## config.mk

```make
export PLATFORM = sky130hd
export DESIGN_NAME = pipe_stage_buffer_flat
export DESIGN_NICKNAME = d
export VERILOG_FILES = /design/src/rtl/pipe_stage_buffer_pkg.sv /design/src/rtl/pipe_stage_buffer_if.sv /design/src/rtl/pipe_stage_buffer_sat_counter.sv /design/src/rtl/pipe_stage_buffer.sv /design/src/flat_wrapper.sv
export SDC_FILE = /design/constraint.sdc
export NUM_CORES = 1
export LEC_CHECK = 0
export ABC_AREA = 0
export CAP_MARGIN = 10
export CORE_AREA = 5 5 100 102
export CTS_BUF_LIST = sky130_fd_sc_hd__clkbuf_16
export CTS_CLUSTER_DIAMETER = 80
export DETAILED_ROUTE_END_ITERATION = 8
export DIE_AREA = 0 0 105 107
export PLACE_DENSITY_LB_ADDON = 0.05
export SYNTH_ARGS = -nofsm -noshare
export SYNTH_HDL_FRONTEND = slang
export SYNTH_HIERARCHICAL = 1
export SYNTH_SLANG_ARGS = --single-unit
```

## constraint.sdc

```tcl
create_clock -name CLK -period 4.5 [get_ports CLK]
set_input_delay 0.9 -clock CLK [delete_from_list [all_inputs] [get_ports CLK]]
set_output_delay 0.9 -clock CLK [all_outputs]
set_load 0.01 [all_outputs]
```

## src/rtl/pipe_stage_buffer_pkg.sv

```systemverilog
// pipe_stage_buffer_pkg: shared widths, buffer defaults and stage payload types
package pipe_stage_buffer_pkg;
    localparam int BIN_DIG = 32;
    localparam int PIPE_DEPTH_DEFAULT = 2;
    localparam int PIPE_CNT_W = 16;

    typedef logic [BIN_DIG-1:0] fetch_payload_t;

    typedef struct packed {
        logic [6:0]         opcode;
        logic [4:0]         rd;
        logic [4:0]         rs1;
        logic [4:0]         rs2;
        logic [2:0]         funct3;
        logic [6:0]         funct7;
        logic [BIN_DIG-1:0] imm;
    } decode_payload_t;

    typedef struct packed {
        logic [4:0]         rd;
        logic               we;
        logic [BIN_DIG-1:0] result;
    } exec_payload_t;
endpackage

```

## src/rtl/pipe_stage_buffer_if.sv

```systemverilog
// pipe_stage_buffer_if: valid/ready/data handshake between two pipeline stages
interface pipe_stage_buffer_if
    import pipe_stage_buffer_pkg::*;
#(
    parameter int DATA_W = BIN_DIG
);
    logic              valid;
    logic              ready;
    logic [DATA_W-1:0] data;

    modport master (output valid, output data, input ready);
    modport slave  (input valid, input data, output ready);
endinterface

```

## src/rtl/pipe_stage_buffer_sat_counter.sv

```systemverilog
// sat_counter: saturating accumulator with synchronous clear
module sat_counter #(
    parameter int W  = 16,
    parameter int IW = 1
) (
    input  logic          CLK,
    input  logic          RST,
    input  logic [IW-1:0] inc_i,
    output logic [W-1:0]  cnt_o
);
    logic [W-1:0] cnt_q, cnt_d;
    logic [W:0]   sum;

    always_comb begin
        sum   = {1'b0, cnt_q} + (W+1)'(inc_i);
        cnt_d = sum[W] ? '1 : sum[W-1:0];
    end

    always_ff @(posedge CLK) cnt_q <= RST ? '0 : cnt_d;

    assign cnt_o = cnt_q;
endmodule

```

## src/rtl/pipe_stage_buffer.sv

```systemverilog
// pipe_stage_buffer: elastic valid/ready pipeline register with flush and stall/drop statistics
module pipe_stage_buffer
    import pipe_stage_buffer_pkg::*;
#(
    parameter int                DATA_W = BIN_DIG,
    parameter int                DEPTH  = PIPE_DEPTH_DEFAULT,
    parameter logic [DATA_W-1:0] BUBBLE = '0,
    parameter int                CNT_W  = PIPE_CNT_W
) (
    input  logic                         CLK,
    input  logic                         RST,
    input  logic                         flush_i,
    pipe_stage_buffer_if.slave           in_i,
    pipe_stage_buffer_if.master          out_o,
    output logic [$clog2(DEPTH+1)-1:0]   occupancy_o,
    output logic [CNT_W-1:0]             stall_cnt_o,
    output logic [CNT_W-1:0]             flush_drop_cnt_o
);
    localparam int OCC_W = $clog2(DEPTH+1);
    localparam int PTR_W = DEPTH > 1 ? $clog2(DEPTH) : 1;

    logic [DATA_W-1:0] mem_q [DEPTH];
    logic [PTR_W-1:0]  wr_ptr_q, wr_ptr_d, rd_ptr_q, rd_ptr_d;
    logic [OCC_W-1:0]  count_q, count_d, drop_inc;
    logic              push, pop, in_ready, out_valid, stall;

    // in_ready looks only at local state so no ready path chains across stages
    always_comb begin
        in_ready  = !RST && (count_q < OCC_W'(DEPTH));
        out_valid = count_q != '0;
        push      = in_i.valid && in_ready;
        pop       = out_valid && out_o.ready;
        wr_ptr_d  = !push ? wr_ptr_q : wr_ptr_q == PTR_W'(DEPTH-1) ? '0 : wr_ptr_q + 1'b1;
        rd_ptr_d  = !pop ? rd_ptr_q : rd_ptr_q == PTR_W'(DEPTH-1) ? '0 : rd_ptr_q + 1'b1;
        count_d   = (push && !pop) ? count_q + 1'b1 : (pop && !push) ? count_q - 1'b1 : count_q;
        stall     = out_valid && !out_o.ready && !flush_i;
        drop_inc  = flush_i ? count_q - OCC_W'(pop) : '0;
    end

    always_ff @(posedge CLK) begin
        if (RST || flush_i) begin
            count_q  <= '0;
            wr_ptr_q <= '0;
            rd_ptr_q <= '0;
        end else begin
            count_q  <= count_d;
            wr_ptr_q <= wr_ptr_d;
            rd_ptr_q <= rd_ptr_d;
        end
    end

    always_ff @(posedge CLK) if (push && !flush_i) mem_q[wr_ptr_q] <= in_i.data;

    assign in_i.ready  = in_ready;
    assign out_o.valid = out_valid;
    assign out_o.data  = out_valid ? mem_q[rd_ptr_q] : BUBBLE;
    assign occupancy_o = count_q;

    sat_counter #(.W(CNT_W), .IW(1)) u_stall_cnt (
        .CLK   (CLK),
        .RST   (RST),
        .inc_i (stall),
        .cnt_o (stall_cnt_o)
    );

    sat_counter #(.W(CNT_W), .IW(OCC_W)) u_drop_cnt (
        .CLK   (CLK),
        .RST   (RST),
        .inc_i (drop_inc),
        .cnt_o (flush_drop_cnt_o)
    );
endmodule

```

## src/flat_wrapper.sv

```systemverilog
// flat-port wrapper written by rule: the top's interface ports become plain ports
module pipe_stage_buffer_flat import pipe_stage_buffer_pkg::*;
#(
    parameter int                DATA_W = BIN_DIG,
    parameter int                DEPTH  = PIPE_DEPTH_DEFAULT,
    parameter logic [DATA_W-1:0] BUBBLE = '0,
    parameter int                CNT_W  = PIPE_CNT_W
)
  (CLK, RST, flush_i, occupancy_o, stall_cnt_o, flush_drop_cnt_o, in_i_valid, in_i_data, in_i_ready, out_o_valid, out_o_data, out_o_ready);
  pipe_stage_buffer_if #(.DATA_W(DATA_W)) in_i_i ();
  pipe_stage_buffer_if #(.DATA_W(DATA_W)) out_o_i ();
  input  logic CLK;
  input  logic RST;
  input  logic flush_i;
  output logic [$clog2(DEPTH+1)-1:0] occupancy_o;
  output logic [CNT_W-1:0] stall_cnt_o;
  output logic [CNT_W-1:0] flush_drop_cnt_o;
  input wire logic [$bits(in_i_i.valid)-1:0] in_i_valid;
  input wire logic [$bits(in_i_i.data)-1:0] in_i_data;
  output wire logic [$bits(in_i_i.ready)-1:0] in_i_ready;
  output wire logic [$bits(out_o_i.valid)-1:0] out_o_valid;
  output wire logic [$bits(out_o_i.data)-1:0] out_o_data;
  input wire logic [$bits(out_o_i.ready)-1:0] out_o_ready;
  assign in_i_i.valid = in_i_valid;
  assign in_i_i.data = in_i_data;
  assign in_i_ready = in_i_i.ready;
  assign out_o_valid = out_o_i.valid;
  assign out_o_data = out_o_i.data;
  assign out_o_i.ready = out_o_ready;
  pipe_stage_buffer #(.DATA_W(DATA_W), .DEPTH(DEPTH), .BUBBLE(BUBBLE), .CNT_W(CNT_W)) u_core (.CLK(CLK), .RST(RST), .flush_i(flush_i), .in_i(in_i_i), .out_o(out_o_i), .occupancy_o(occupancy_o), .stall_cnt_o(stall_cnt_o), .flush_drop_cnt_o(flush_drop_cnt_o));
endmodule
```

* Word-level counts from Yosys, hierarchy flattened
Memory sizes are Yosys's and may differ from the RTL's. A register that Yosys moved wholly into a read port is not among the register bits.
Cells that the tools add are included.
** Storage, ports and cells
- Memories kept :: 1
- Word-level logic and storage cells :: 42
- Memory bits (writable) :: 64
- Output and inout bits :: 68
- Input bits :: 37
- Register bits after elaboration :: 36
** Memories
- u_core.mem_q :: depth 2, width 32, rd ports 1, clocked after Yosys merged registers in 1, write ports 1, RTL line pipe_stage_buffer.sv:22 : logic [DATA_W-1:0] mem_q [DEPTH];
** Operators by class
- Mux-type cells :: 12
- Add/sub/neg operators :: 7
- $lt $le $gt $ge :: 1
- Reductions and logical operators :: 16
** Operators by type and width (count)
- 16-bit 2-to-1 mux :: 2
- 32-bit 2-to-1 mux :: 1
- 16-bit by 1-bit adder with 17-bit output :: 1
- 16-bit by 2-bit adder with 17-bit output :: 1
- 1-bit logical AND :: 8
- 1-bit 2-to-1 mux :: 6
- 2-bit 2-to-1 mux :: 3
- 1-bit zero test :: 5
- 2-bit nonzero test :: 2
- 1-bit adder, second input constant :: 2
- 2-bit by 1-bit adder with 2-bit output, second input constant :: 1
- 2-bit less-than comparator, second input constant :: 1
- 2-bit by 1-bit subtractor with 2-bit output :: 1
- 2-bit by 1-bit subtractor with 2-bit output, second input constant :: 1
- 1-bit logical OR :: 1

* Longest topological paths before layout
- Word-level depth :: 7
- Depth in mapped cells :: 12
- Depth with buffers taken out :: 10

* By module
The synthesis kept the hierarchy.
** Modules (own cells, without submodules)
- pipe_stage_buffer :: instances 1, area an instance 2696.3 um2, seq. area each 2021.9 um2, cells each 172
- sat_counter at u_core.u_drop_cnt :: instances 1, area an instance 888.4 um2, seq. area each 320.3 um2, cells each 85
- sat_counter at u_core.u_stall_cnt :: instances 1, area an instance 754.5 um2, seq. area each 320.3 um2, cells each 84

* Worst setup path after synthesis
OpenSTA, ideal clock, no wires.
- Kind :: input to register
- Start :: in flush_i
- End :: mem u_core/mem_q[0][0] (netlist name) (enable)
- Buffers on the path :: 1
- Path slack :: 1449 ps
- Data arrival time :: 2630 ps
- Stages :: 4
- Setup time :: 421 ps
- Cells stage by stage :: clkbuf_1 > nor2_1 > nand2_1 > nor2_1
** Between the ends
- Cells in the longest elaborated chain, start to end :: 4
** RTL lines
- start, declared :: RTL line flat_wrapper.sv:14 : input logic flush_i;
- 1-bit zero test :: RTL line pipe_stage_buffer.sv:52 : always_ff @(posedge CLK) if (push && !flush_i) mem_q[wr_ptr_q] <= in_i.data;
- 1-bit logical AND :: RTL line pipe_stage_buffer.sv:52
- 1-bit 2-to-1 mux :: RTL line pipe_stage_buffer.sv:52
- 1-bit 2-to-1 mux (not written as such) :: RTL line pipe_stage_buffer.sv:52
- end, declared :: RTL line pipe_stage_buffer.sv:22
Every way passes these cells.

* Worst setup path in the final report
- Start :: in RST
- End :: out in_i_ready
** Between the ends
- Cells in the longest elaborated chain, start to end :: 2
** RTL lines
- start, declared :: RTL line flat_wrapper.sv:13 : input logic RST;
- 1-bit zero test :: RTL line pipe_stage_buffer.sv:29 : in_ready = !RST && (count_q < OCC_W'(DEPTH));
- 1-bit logical AND :: RTL line pipe_stage_buffer.sv:29
- end, declared :: RTL line flat_wrapper.sv:20 : output wire logic [$bits(in_i_i.ready)-1:0] in_i_ready;
Every way passes these cells.

==> out/metrics.yaml <==
run_status:
  status: "complete, no violations"
synth:
  synth_edf_count: 64
  synth.ff_latch_count: 101
  synth_cell_types: 51
  synthesis.nets: 384
  yosys_warnings: 6
  avgSynthCellArea_um2: 12.7
  ys.flop_type: "edfxtp_1"
  synthCells: 341
  async_reset_ff_share_pct: 0
  syn-cell-area_mm2: 0.00434
  ys_seq_area_share_pct: 61.4
setup_path:
  crit_path_start: "RST"
  worstPathRequired_ns: 3.60
  cpMaxStageDelayCell: "clkdlybuf4s50_1"
  critPathMaxStageDelay_ns: 0.77
  endpoint_kind: "output pin"
  r2r_end: "u_core/u_drop_cnt/cnt_o[1]$_SDFF_PP0_"
  criticalPathCategory: "in -> out"
  cpMostUsedCell: "clkdlybuf4s50_1"
  r2r_cells: 9
  crit_chain: "clkdlybuf4s50_1 -> nor2_1 -> clkdlybuf4s50_1"
  cp.depth: 3
  crit_family: "buffers and inverters"
  crit_fanout: 19
  cp-endpoint: "in_i_ready"
  crit_buf_inv: 2
  timing.rr.start: "u_core/occupancy_o[1]$_SDFFE_PP0P_"
  startpoint_type: "input pin"
  critPathArrivalTime_ns: 2.49
  r2r_setup_slack_ns: 1.85
finish:
  layout_common_cells: "clkdlybuf4s50_1, edfxtp_1, nor2_1, dfxtp_1, mux2i_1"
  final_common_cell: "clkdlybuf4s50_1"
  finalNetCount: 485
  final_util_pct: 63.5
  drive_above_1_share_pct: 11.0
  fin_area_mm2: 0.00573
  antenna_cells: 0
  area_growth_pct: 32.0
sta:
  rsz0062_at_grt: "false"
  hold_violations: 0
  worst_slew_pin_slew_ns: 1.02
  fin_crit_sh_pct: 75.2
  drv_slew: 0
  fmax_ghz: 0.295
  max_slew_margin_pct: 32.3
  worst_hold_slack_ns: 0.517
  setup_viol: 0
  finalCriticalPeriod_ns: 3.39
  setup_tns_ns: 0
  finClkSkew_ns: 0.0103
power_and_ir_drop:
  clock_power_share_pct: 38.1
  power_density_mw_per_mm2: 326
  p_leak_nw: 1.84
  comb_power_share_pct: 7.8
  p_int_mw: 1.46
  switchingPower_uw: 407
  swShare_pct: 21.9
  ir_drop_mv: 0.164
  seqPwrFrac_pct: 54.1
floorplanning:
  die_h_um: 107
  die_w_um: 105
  initial_core_util_pct: 48.1
  die_area_mm2: 0.0112
  coreArea_mm2: 0.00902
  rows: 35
  ios: 105
placed_design:
  place_congestion: 0.809
  dp_hpwl_mm: 6.01
  placed_cell_area_mm2: 0.00545
  io_buffer_count: 104
clocking:
  cts_resized: 0
  clock_latency_ns: 0.34
  clk_pin_slew_ns: 0.07
  clock_sinks: 101
  cts_max_path_buffers: 2
  cts_tree: "done"
  ctsRootBufferMaster: "clkbuf_16"
  postCtsSetupRepairBufs: 0
  tritoncts.num_buffers: 9
  hold_buffers: 0
  htree_levels: 3
global_route:
  gr-total-overflow: 0
  grt_pass1_vias: 2886
  grt_usage_pct: 15.7
  grt_pass1_wl_mm: 14.3
  grt_max_degree: 34
  antenna_found_initial: 0
flow_run:
  maxCapViolations: 0
drt:
  drcViolationCount: 0
  vias_per_cell: 5.32
  num_vias: 2971
  wire_per_inst_um: 15.9
  drt-total-wl_mm: 8.86
  dr.pass1.iters: 4
  ant_nets: 0
  drt_iter0_markers: 96
hold_path:
  hp-class: "reg -> reg"
## logic make-up after synthesis
logic type                 after synthesis  share of synthesized area [%]
DFF                                    101                           61.4
xor gates and xnor gates                22                           4.44
AOI/OAI and AO/OA                       43                           6.75
muxes                                   33                           7.61
and+or+nand+nor                        108                           14.8
buffers and inverters                   28                           3.17
adders and majority gates                6                           1.90
## worst register-to-register path, cell delays in order (launching register included)
cell and delay [ns]:
dfxtp_1 0.51, nand3_1 0.10, a21boi_0 0.22, ha_1 0.22
inv_1 0.06, fa_1 0.42, nand3b_2 0.30, nor2_2 0.24
nand4_4 0.30, a21oi_1 0.23
## flip-flops by register name, summed over array words and instances, names as in the netlist, named ones only
| name | flops |
|---|---|
| u_core/mem_q | 64 |
| u_core/rd_ptr_q | 1 |
| u_core/wr_ptr_q | 1 |
| u_core/u_stall_cnt/cnt_o | 16 |
| u_core/occupancy_o | 2 |
| u_core/u_drop_cnt/cnt_o | 16 |
## metal layers
layer | routed length (µm) | global-route usage (%)
met1 | 3900 | 19.8
met2 | 4370 | 26.1
met3 | 443 | 3.91
met4 | 154 | 5.94
met5 | 0 | 0
## synth_stat cells, types with 2 or more instances
| cell | count | area [µm²] |
|---|---|---|
| edfxtp_1 | 64 | 1920 |
| nor2_1 | 43 | 161 |
| dfxtp_1 | 37 | 741 |
| mux2i_1 | 33 | 330 |
| a21oi_1 | 16 | 80.1 |
| xnor2_1 | 16 | 140 |
| a21oi_2 | 11 | 96.3 |
| inv_1 | 10 | 37.5 |
| nand2_1 | 10 | 37.5 |
| nor3_1 | 10 | 50.1 |
| nand3_1 | 8 | 40.0 |
| clkbuf_1 | 6 | 22.5 |
| xor2_1 | 6 | 52.6 |
| ha_1 | 5 | 62.6 |
| a31oi_1 | 4 | 25.0 |
| and3_1 | 4 | 25.0 |
| buf_2 | 4 | 20.0 |
| nand4_1 | 4 | 25.0 |
| nor4_2 | 4 | 50.1 |
| a211oi_1 | 3 | 22.5 |
| buf_4 | 3 | 22.5 |
| nand4_4 | 3 | 63.8 |
| nor2b_1 | 3 | 18.8 |
| nor4_1 | 3 | 18.8 |
| a311oi_1 | 2 | 17.5 |
| buf_6 | 2 | 22.5 |
| nor2_2 | 2 | 12.5 |
| nor3b_1 | 2 | 15.0 |
## worst min path at each step
stage / from / end / slack (ns) / cells after the start
finish: u_core/u_stall_cnt/cnt_o[8]$_SDFF_PP0_ / u_core/u_stall_cnt/cnt_o[8]$_SDFF_PP0_ / 0.52 / 2
CTS: u_core/u_stall_cnt/cnt_o[8]$_SDFF_PP0_ / u_core/u_stall_cnt/cnt_o[8]$_SDFF_PP0_ / 0.52 / 2
global route: u_core/u_stall_cnt/cnt_o[8]$_SDFF_PP0_ / u_core/u_stall_cnt/cnt_o[8]$_SDFF_PP0_ / 0.56 / 2
floorplan: u_core/u_stall_cnt/cnt_o[8]$_SDFF_PP0_ / u_core/u_stall_cnt/cnt_o[8]$_SDFF_PP0_ / 0.51 / 2
detailed placement: u_core/u_stall_cnt/cnt_o[8]$_SDFF_PP0_ / u_core/u_stall_cnt/cnt_o[8]$_SDFF_PP0_ / 0.51 / 2
global placement: u_core/u_stall_cnt/cnt_o[8]$_SDFF_PP0_ / u_core/u_stall_cnt/cnt_o[8]$_SDFF_PP0_ / 0.50 / 2
## per-stage QoR
stage	setup WS [ns]	power, mW	cells
after global placement	0.993	1.18	542
after CTS	1.10	1.88	558
after detailed placement	0.868	1.18	542
after global routing	1.01	1.94	558
after floorplan	1.45	1.09	341
final	1.11	1.86	558
## power by group through the flow
stage | Combinational [mW] | Clock (mW) | Sequential, mW
2_1_floorplan | 0.0646 | 0 | 1.03
3_3_place_gp | 0.146 | 0 | 1.03
5_1_grt | 0.157 | 0.768 | 1.01
6_report | 0.146 | 0.710 | 1.01
3_5_place_dp | 0.147 | 0 | 1.03
4_1_cts | 0.148 | 0.725 | 1.01
## final cells by class
type | count | area, µm²
fill | 722 | 3290
sequential | 101 | 2660
multi-input combinational | 212 | 1550
timing repair buffer | 107 | 1060
clock buffer | 9 | 225
tap | 111 | 139
clock inverter | 7 | 48.8
inverter | 11 | 41.3
(Power assumes the default switching activity.)
